[config.mk]
export PLATFORM = sky130hd
export DESIGN_NAME = cache_way_array
export DESIGN_NICKNAME = d
export VERILOG_FILES = /design/src/rtl/cache_way_array.sv
export SDC_FILE = /design/constraint.sdc
export NUM_CORES = 1
export LEC_CHECK = 0
export BUFFER_PORTS_ARGS = -buffer_cell sky130_fd_sc_hd__buf_2
export CAP_MARGIN = 10
export CORE_MARGIN = 8
export CORE_UTILIZATION = 50
export CTS_BUF_LIST = sky130_fd_sc_hd__clkbuf_2 sky130_fd_sc_hd__clkbuf_4 sky130_fd_sc_hd__clkbuf_8
export CTS_CLUSTER_SIZE = 28
export DETAILED_ROUTE_END_ITERATION = 8
export PLACE_DENSITY_LB_ADDON = 0.08
export SETUP_SLACK_MARGIN = 0.05
export SLEW_MARGIN = 20
export SYNTH_ARGS = -nofsm -noshare
export SYNTH_HDL_FRONTEND = slang
export SYNTH_SLANG_ARGS = --single-unit
export TNS_END_PERCENT = 30
[constraint.sdc]
create_clock -name clk -period 4.8 [get_ports clk]
set_clock_uncertainty 0.2 [all_clocks]
set_input_delay 0.72 -clock clk [delete_from_list [all_inputs] [get_ports clk]]
set_output_delay 0.72 -clock clk [all_outputs]
set_load 0.01 [all_outputs]
[src/rtl/cache_way_array.sv]
// Multi-way cache storage array: per-way byte-masked writes, registered read with
// write-first bypass, and a clear engine that zeroes every set after reset or flush.
module cache_way_array #(
    parameter int WIDTH    = 32,
    parameter int S_INDEX  = 3,
    parameter int NUM_WAYS = 2
) (
    input  logic                      clk,
    input  logic                      rst,
    input  logic                      flush_req,
    output logic                      ready,
    input  logic                      rd_en,
    input  logic [S_INDEX-1:0]        rindex,
    output logic [NUM_WAYS*WIDTH-1:0] rdata,
    output logic                      rvalid,
    input  logic [NUM_WAYS-1:0]       we,
    input  logic [S_INDEX-1:0]        windex,
    input  logic [WIDTH/8-1:0]        wmask,
    input  logic [WIDTH-1:0]          wdata
);
    localparam int NUM_SETS  = 2 ** S_INDEX;
    localparam int NUM_BYTES = WIDTH / 8;

    typedef enum logic {CLEAR, IDLE} state_t;

    state_t               state;
    logic [S_INDEX-1:0]   clr_idx;
    logic [WIDTH-1:0]     mem [NUM_WAYS][NUM_SETS];
    logic [WIDTH-1:0]     wr_entry [NUM_WAYS];
    logic [NUM_WAYS*WIDTH-1:0] rd_next;

    function automatic logic [WIDTH-1:0] byte_merge(
        input logic [WIDTH-1:0]     old_v,
        input logic [WIDTH-1:0]     new_v,
        input logic [NUM_BYTES-1:0] mask
    );
        logic [WIDTH-1:0] r;
        r = old_v;
        for (int b = 0; b < NUM_BYTES; b++) begin
            if (mask[b]) r[8*b +: 8] = new_v[8*b +: 8];
        end
        return r;
    endfunction

    assign ready = (state == IDLE);

    // Merged entry per way; a same-index read sees it for ways being written.
    always_comb begin
        rd_next = '0;
        for (int w = 0; w < NUM_WAYS; w++) begin
            wr_entry[w] = byte_merge(mem[w][windex], wdata, wmask);
            rd_next[w*WIDTH +: WIDTH] = (we[w] && (rindex == windex)) ?
                                        wr_entry[w] : mem[w][rindex];
        end
    end

    always_ff @(posedge clk) begin
        if (!rst) begin
            if (state == CLEAR) begin
                for (int w = 0; w < NUM_WAYS; w++) mem[w][clr_idx] <= '0;
            end else begin
                for (int w = 0; w < NUM_WAYS; w++) begin
                    if (we[w]) mem[w][windex] <= wr_entry[w];
                end
            end
        end
    end

    always_ff @(posedge clk) begin
        if (rst) begin
            state   <= CLEAR;
            clr_idx <= '0;
            rvalid  <= 1'b0;
            rdata   <= '0;
        end else begin
            case (state)
                CLEAR: begin
                    rvalid  <= 1'b0;
                    clr_idx <= clr_idx + 1'b1;
                    // Last set is written this cycle; clr_idx wraps back to 0.
                    if (&clr_idx) state <= IDLE;
                end
                IDLE: begin
                    rvalid <= rd_en;
                    if (rd_en) rdata <= rd_next;
                    if (flush_req) begin
                        state   <= CLEAR;
                        clr_idx <= '0;
                    end
                end
                default: state <= CLEAR;
            endcase
        end
    end
endmodule

==> results of run 1 <==
routing by layer:
| metal | GRT usage [%] | up-vias | wire (µm) |
|---|---|---|---|
| met1 | 38.4 | 9336 | 34800 |
| met3 | 5.67 | 202 | 7640 |
| met5 | 0 | - | 0 |
| met2 | 44.9 | 1028 | 41100 |
| met4 | 13.1 | 0 | 3780 |
| li1 | - | 7312 | - |
worst max-delay path by stage:
stage / end / slack [ns] / cells after the start
floorplan: mem[0][320] / 0.09 / 7
global placement: rdata[38] / 1.21 / 7
detailed placement: mem[0][306] / 1.20 / 6
CTS: mem[0][210] / 1.76 / 5
global route: mem[0][417] / 1.51 / 5
finish: mem[0][372] / 1.73 / 5
area by class of cell:
| cell class | count | area share (%) |
|---|---|---|
| Inverter | 5 | 0.0614 |
| Clock buffer | 149 | 5.95 |
| Multi-Input combinational cell | 955 | 31.5 |
| Timing Repair Buffer | 183 | 3.98 |
| Sequential cell | 581 | 54.8 |
| Clock inverter | 31 | 0.847 |
| Tap cell | 696 | 2.85 |
worst min-delay path: stages:
cell and delay [ns]:
buf_2 0.10, nand3b_1 0.11, a21oi_1 0.06
through the flow:
step	utilization (%)	worst slack (ns)	power, µW
2_1_floorplan	-	0.0892	6300
3_3_place_gp	53.2	1.21	6620
3_5_place_dp	53.3	1.20	6630
4_1_cts	57.1	1.76	11200
5_1_grt	57.1	1.51	11500
6_report	57.1	1.73	11200
where the power goes:
part	total [µW]	switching, µW	internal (µW)	leakage, µW
clock network	4650	2020	2630	0.00110
logic	932	575	357	0.00407
registers	5610	51.2	5550	0.00567
flip-flops by register name (all words and copies together) (netlist names):
register  count
rvalid        1
rdata        64
ready         1
mem         512
clr_idx       3
synth_stat cells (15+ instances only):
library cell,instances
a21oi_1,45
a221o_1,23
a221oi_1,67
a22o_1,33
a22oi_1,47
buf_2,58
buf_4,17
clkbuf_1,46
dfxtp_1,69
edfxtp_1,512
mux2_2,53
mux2i_1,83
mux4_2,157
nand2_1,46
nand2b_1,30
nand3_1,15
nor2_1,42
nor2b_1,29
nor3_1,37
o21ai_0,66
o22ai_1,24
o31ai_1,18
cell families (layout without fill, tap and decap cells):
logic type,after synthesis,count (layout),synth area share (%)
buf+inv,138,368,2.61
flops,581,581,62.3
xor+xnor,3,3,0.0978
simple gates,265,265,5.32
compound gates,389,389,10.8
fa+ha+maj,2,2,0.0931
mux,296,296,18.8
==> impl_metrics.env, run 1 <==
export IMPL_rr_worst_depth=5
export IMPL_ys_types=61
export IMPL_grt_max_degree=102
export IMPL_crit_type="register to register"
export IMPL_cts_htree_levels=3
export IMPL_grt_pass1_vias=18600
export IMPL_max_freq_mhz=326
export IMPL_multi_input_area_um2=9630
export IMPL_rrSetupSlack_ns=1.73
export IMPL_vias_per_cell=6.88
export IMPL_initial_core_util_pct=50.2
export IMPL_grt_pass1_wl_um=127000
export IMPL_dp_hpwl_um=52500
export IMPL_clk_path_buf_depth=3
export IMPL_drt_wl_total_um=87300
export IMPL_ant_nets=0
export IMPL_cts_root_buffer="clkbuf_8"
export IMPL_syn_instance_count=1674
export IMPL_leakage_uw=0.0108
export IMPL_crit_buf_inv=2
export IMPL_tns_ns=0
export IMPL_critPathCaptureType="register"
export IMPL_gp_congestion=0.834
export IMPL_synth_warnings=0
export IMPL_critPathLaunch="ready"
export IMPL_die_y_um=248
export IMPL_cts_buffers=96
export IMPL_final_common_cell="edfxtp_1"
export IMPL_post_cts_setup_buffers=0
export IMPL_r2r_start="ready"
export IMPL_coreArea_um2=53500
export IMPL_n_antenna_cell=0
export IMPL_holdPathEnd="clr_idx[2]"
export IMPL_synth_seq_area_share_pct=62.3
export IMPL_synthesis_area_um2=26900
export IMPL_hold_depth=3
export IMPL_syn_area_per_cell_um2=16.1
export IMPL_critPathMaxStageDelay_ns=0.67
export IMPL_crit_family="simple AND/OR/NAND/NOR gates"
export IMPL_synthFlopType="edfxtp_1"
export IMPL_worstPathCellList="nor2b_1 > o21ai_4 > buf_16 > buf_12 > nor3_1"
export IMPL_stdcell_count=2600
export IMPL_max_cap_viol_count=0
export IMPL_synth_edf_count=512
export IMPL_grt_usage_pct=28.6
export IMPL_whs_ns=0.160
export IMPL_num_vias=17900
export IMPL_post_route_period_util_pct=63.9
export IMPL_synth_nets=1724
export IMPL_numPortBuffers=113
export IMPL_hold_class="input port to register"
export IMPL_required_ns=4.97
export IMPL_io_pins=114
export IMPL_peakVddDrop_mv=0.312
export IMPL_clk_latency_ns=0.69
export IMPL_worst_slew_pin_slew_ns=1.05
export IMPL_drtIter0Drc=1959
export IMPL_fin_nets=1872
export IMPL_die_w_um=248
export IMPL_synth_top_area_share_pct=57.2
export IMPL_cts_hold_buf=0
export IMPL_rows=85
export IMPL_layout_drive_gt1_share_pct=32.4
export IMPL_dr_pass1_iters=5
export IMPL_worstReg2RegEnd="mem[0][372]"
export IMPL_overflow=0
export IMPL_synth_area_leader_cell="edfxtp_1"
export IMPL_antenna_found_initial=2
export IMPL_placed_area_um2=28500
export IMPL_die_area_um2=61400
export IMPL_yosys_top_cells_area="edfxtp_1 57%, mux4_2 13%, dfxtp_1 5.1%"
export IMPL_setup_viol=0
export IMPL_worst_path_max_delay_cell="nor3_1"
export IMPL_seq_area_um2=16800
export IMPL_hold_viol=0
export IMPL_design_area_um2=30600
export IMPL_cts_tree="built"
export IMPL_outcome="complete, no violations"
export IMPL_area_growth_synth_to_final_pct=13.7
export IMPL_synth_seq_cells=581
export IMPL_cts_sinks=581
export IMPL_async_reset_ff_share_pct=0
export IMPL_place_inst=2420
export IMPL_drc=0
export IMPL_fin_crit_ns=3.07
export IMPL_clkTransAtPathRegs_ns=0.06
export IMPL_p_per_area_nw_per_um2=366
export IMPL_cts_resized=0
export IMPL_slew_headroom_pct=29.5
export IMPL_arrival_ns=3.24
export IMPL_rsz0062_at_grt="false"
export IMPL_cp_max_fo=28
export IMPL_wire_per_inst_um=33.6
export IMPL_min_from="flush_req"
export IMPL_cp_start_kind="register"
export IMPL_fill_cells=4204
export IMPL_final_max_slew_viol_count=0
export IMPL_final_cell_mix="512 x edfxtp_1, 157 x mux4_2, 112 x clkbuf_8"
Power figures use the tool's default switching activity.
==> run 2: changes to the inputs <==
==> constraint.sdc (replaced) <==
create_clock -name clk -period 3 [get_ports clk]
set_clock_uncertainty 0.2 [all_clocks]
set_input_delay 0.45 -clock clk [delete_from_list [all_inputs] [get_ports clk]]
set_output_delay 0.45 -clock clk [all_outputs]
set_load 0.01 [all_outputs]
==> run 2 against run 1 <==
Net effect:
- hold slack worse by 0.074 ns
- clock power up 66%
- largest cell class unchanged
- total power grew 64%
- critical path type is now input port to register
- core utilization grew 2.3 points
- sequential power is 60% higher
- critical path depth is 1 higher
- via count increased by 1.8%
- flip-flop and latch count unchanged
- largest power group unchanged
- count of clock-buffer cells in the layout down 1
==> impl_metrics.env, run 2 (synthesis gave the netlist of run 1 again) <==
export IMPL_outcome="complete, no violations"
export IMPL_cts_resized=0
export IMPL_max_freq_mhz=366
export IMPL_setup_viol=0
export IMPL_grt_pass1_wl_um=127000
export IMPL_layout_drive_gt1_share_pct=35.3
export IMPL_die_area_um2=61400
export IMPL_regMostFlops="mem"
export IMPL_n_antenna_cell=0
export IMPL_arrival_ns=2.89
export IMPL_cts_hold_buf=8
export IMPL_crit_type="input port to register"
export IMPL_drt_wl_total_um=87900
export IMPL_rows=85
export IMPL_cts_root_buffer="clkbuf_8"
export IMPL_grt_max_degree=66
export IMPL_largest_registers="mem x512, rdata x64, clr_idx x3"
export IMPL_dp_hpwl_um=56000
export IMPL_numPortBuffers=113
export IMPL_post_route_period_util_pct=91.2
export IMPL_io_pins=114
export IMPL_grt_pass1_vias=18500
export IMPL_final_core_util_pct=59.4
export IMPL_gp_congestion=0.848
export IMPL_cts_sinks=581
export IMPL_max_cap_viol_count=0
export IMPL_die_y_um=248
export IMPL_num_vias=18200
export IMPL_largest_reg_flops=512
export IMPL_coreArea_um2=53500
export IMPL_drtIter0Drc=1985
export IMPL_critPathCaptureType="register"
export IMPL_met2_usage_pct=45.0
export IMPL_cts_tree="built"
export IMPL_rsz0062_at_grt="false"
export IMPL_cts_buffers=101
export IMPL_cts_htree_levels=3
export IMPL_antenna_found_initial=2
export IMPL_grt_met1_usage_pct=37.9
export IMPL_vias_per_cell=6.73
export IMPL_die_w_um=248
export IMPL_clk_path_buf_depth=3
export IMPL_ant_nets=0
export IMPL_whs_ns=0.0860
export IMPL_grt_usage_pct=28.7
export IMPL_peakVddDrop_mv=0.323
export IMPL_overflow=0
export IMPL_clkTransAtPathRegs_ns=0.06
export IMPL_setup_ws_ns=0.265
export IMPL_post_cts_setup_buffers=0
export IMPL_initial_core_util_pct=50.2
export IMPL_drc=0
export IMPL_gr_max_usage_layer="met2"
export IMPL_p_per_area_nw_per_um2=576
export IMPL_worst_slew_pin_slew_ns=1.02
export IMPL_cp_max_fo=17
export IMPL_hold_viol=0
export IMPL_area_growth_synth_to_final_pct=18.3
export IMPL_final_cell_mix="512 x edfxtp_1, 157 x mux4_2, 122 x buf_4"
export IMPL_final_max_slew_viol_count=0
export IMPL_wire_per_inst_um=32.5
export IMPL_leakage_uw=0.0115
export IMPL_cp_start_kind="input port"
export IMPL_clk_latency_ns=0.69
export IMPL_slew_headroom_pct=31.6
export IMPL_hold_class="input port to register"
export IMPL_dr_pass1_iters=6
export IMPL_pre_cts_slack_ns=0.0608
export IMPL_fin_crit_ns=2.74
export IMPL_grt_util_met3_pct=7.75
export IMPL_final_common_cell="edfxtp_1"
export IMPL_fin_nets=1973
export IMPL_required_ns=3.16
==> run 2: cell count changes in the layout (fill, tap and decap cells not counted), moves of 5 or more <==
| cell | change |
|---|---|
| buf_4 | +57 |
| buf_12 | +32 |
| clkbuf_4 | -9 |
| clkbuf_8 | +8 |
| dlygate4sd3_1 | +8 |
| clkinv_1 | +5 |
==> run 2: metal layers <==
metal  vias up  routed length [µm]
li1       7519                   -
met1      9384               33800
met2      1120               41100
met3       175                9500
met4         4                3460
met5         -                  26
==> run 2: per-stage QoR <==
step	area (µm²)	TNS [ns]	total power, µW	cells
after CTS	31800	0	18400	2704
final	31800	0	18300	2704
after global placement	29500	0	10700	2508
after detailed placement	29500	0	10700	2508
after global routing	31800	0	18800	2704
after floorplan	27000	-51.35	10100	1674
==> run 2: worst paths after layout <==
check / startpoint / endpoint / slack [ns] / cells after the start
setup / recovery: rst / mem[0][284] / 0.26 / 6
hold / removal: wdata[1] / rdata[33] / 0.09 / 3
setup reg to reg: ready / mem[0][284] / 0.35 / 4
hold reg to reg: rdata[40] / rdata[40] / 0.28 / 2
==> run 2: final cells by class <==
class / count / area (µm²)
Fill cell: 4108 / 21700
Sequential cell: 581 / 16800
Multi-Input combinational cell: 955 / 9630
Timing Repair Buffer: 279 / 2340
Clock buffer: 148 / 1860
Tap cell: 696 / 871
Clock inverter: 40 / 327
Inverter: 5 / 18.8
==> run 2: power breakdown <==
part           total [µW]  internal (µW)  switching, µW
Combinational        1620            668            951
Clock                7720           4420           3300
Sequential           8970           8890           80.7
==> run 2: critical path, cell delays in order <==
cell	delay, ns
dlygate4sd3_1	0.53
buf_2	0.16
nor2b_1	0.39
o21ai_4	0.28
buf_12	0.25
nor3_1	0.81
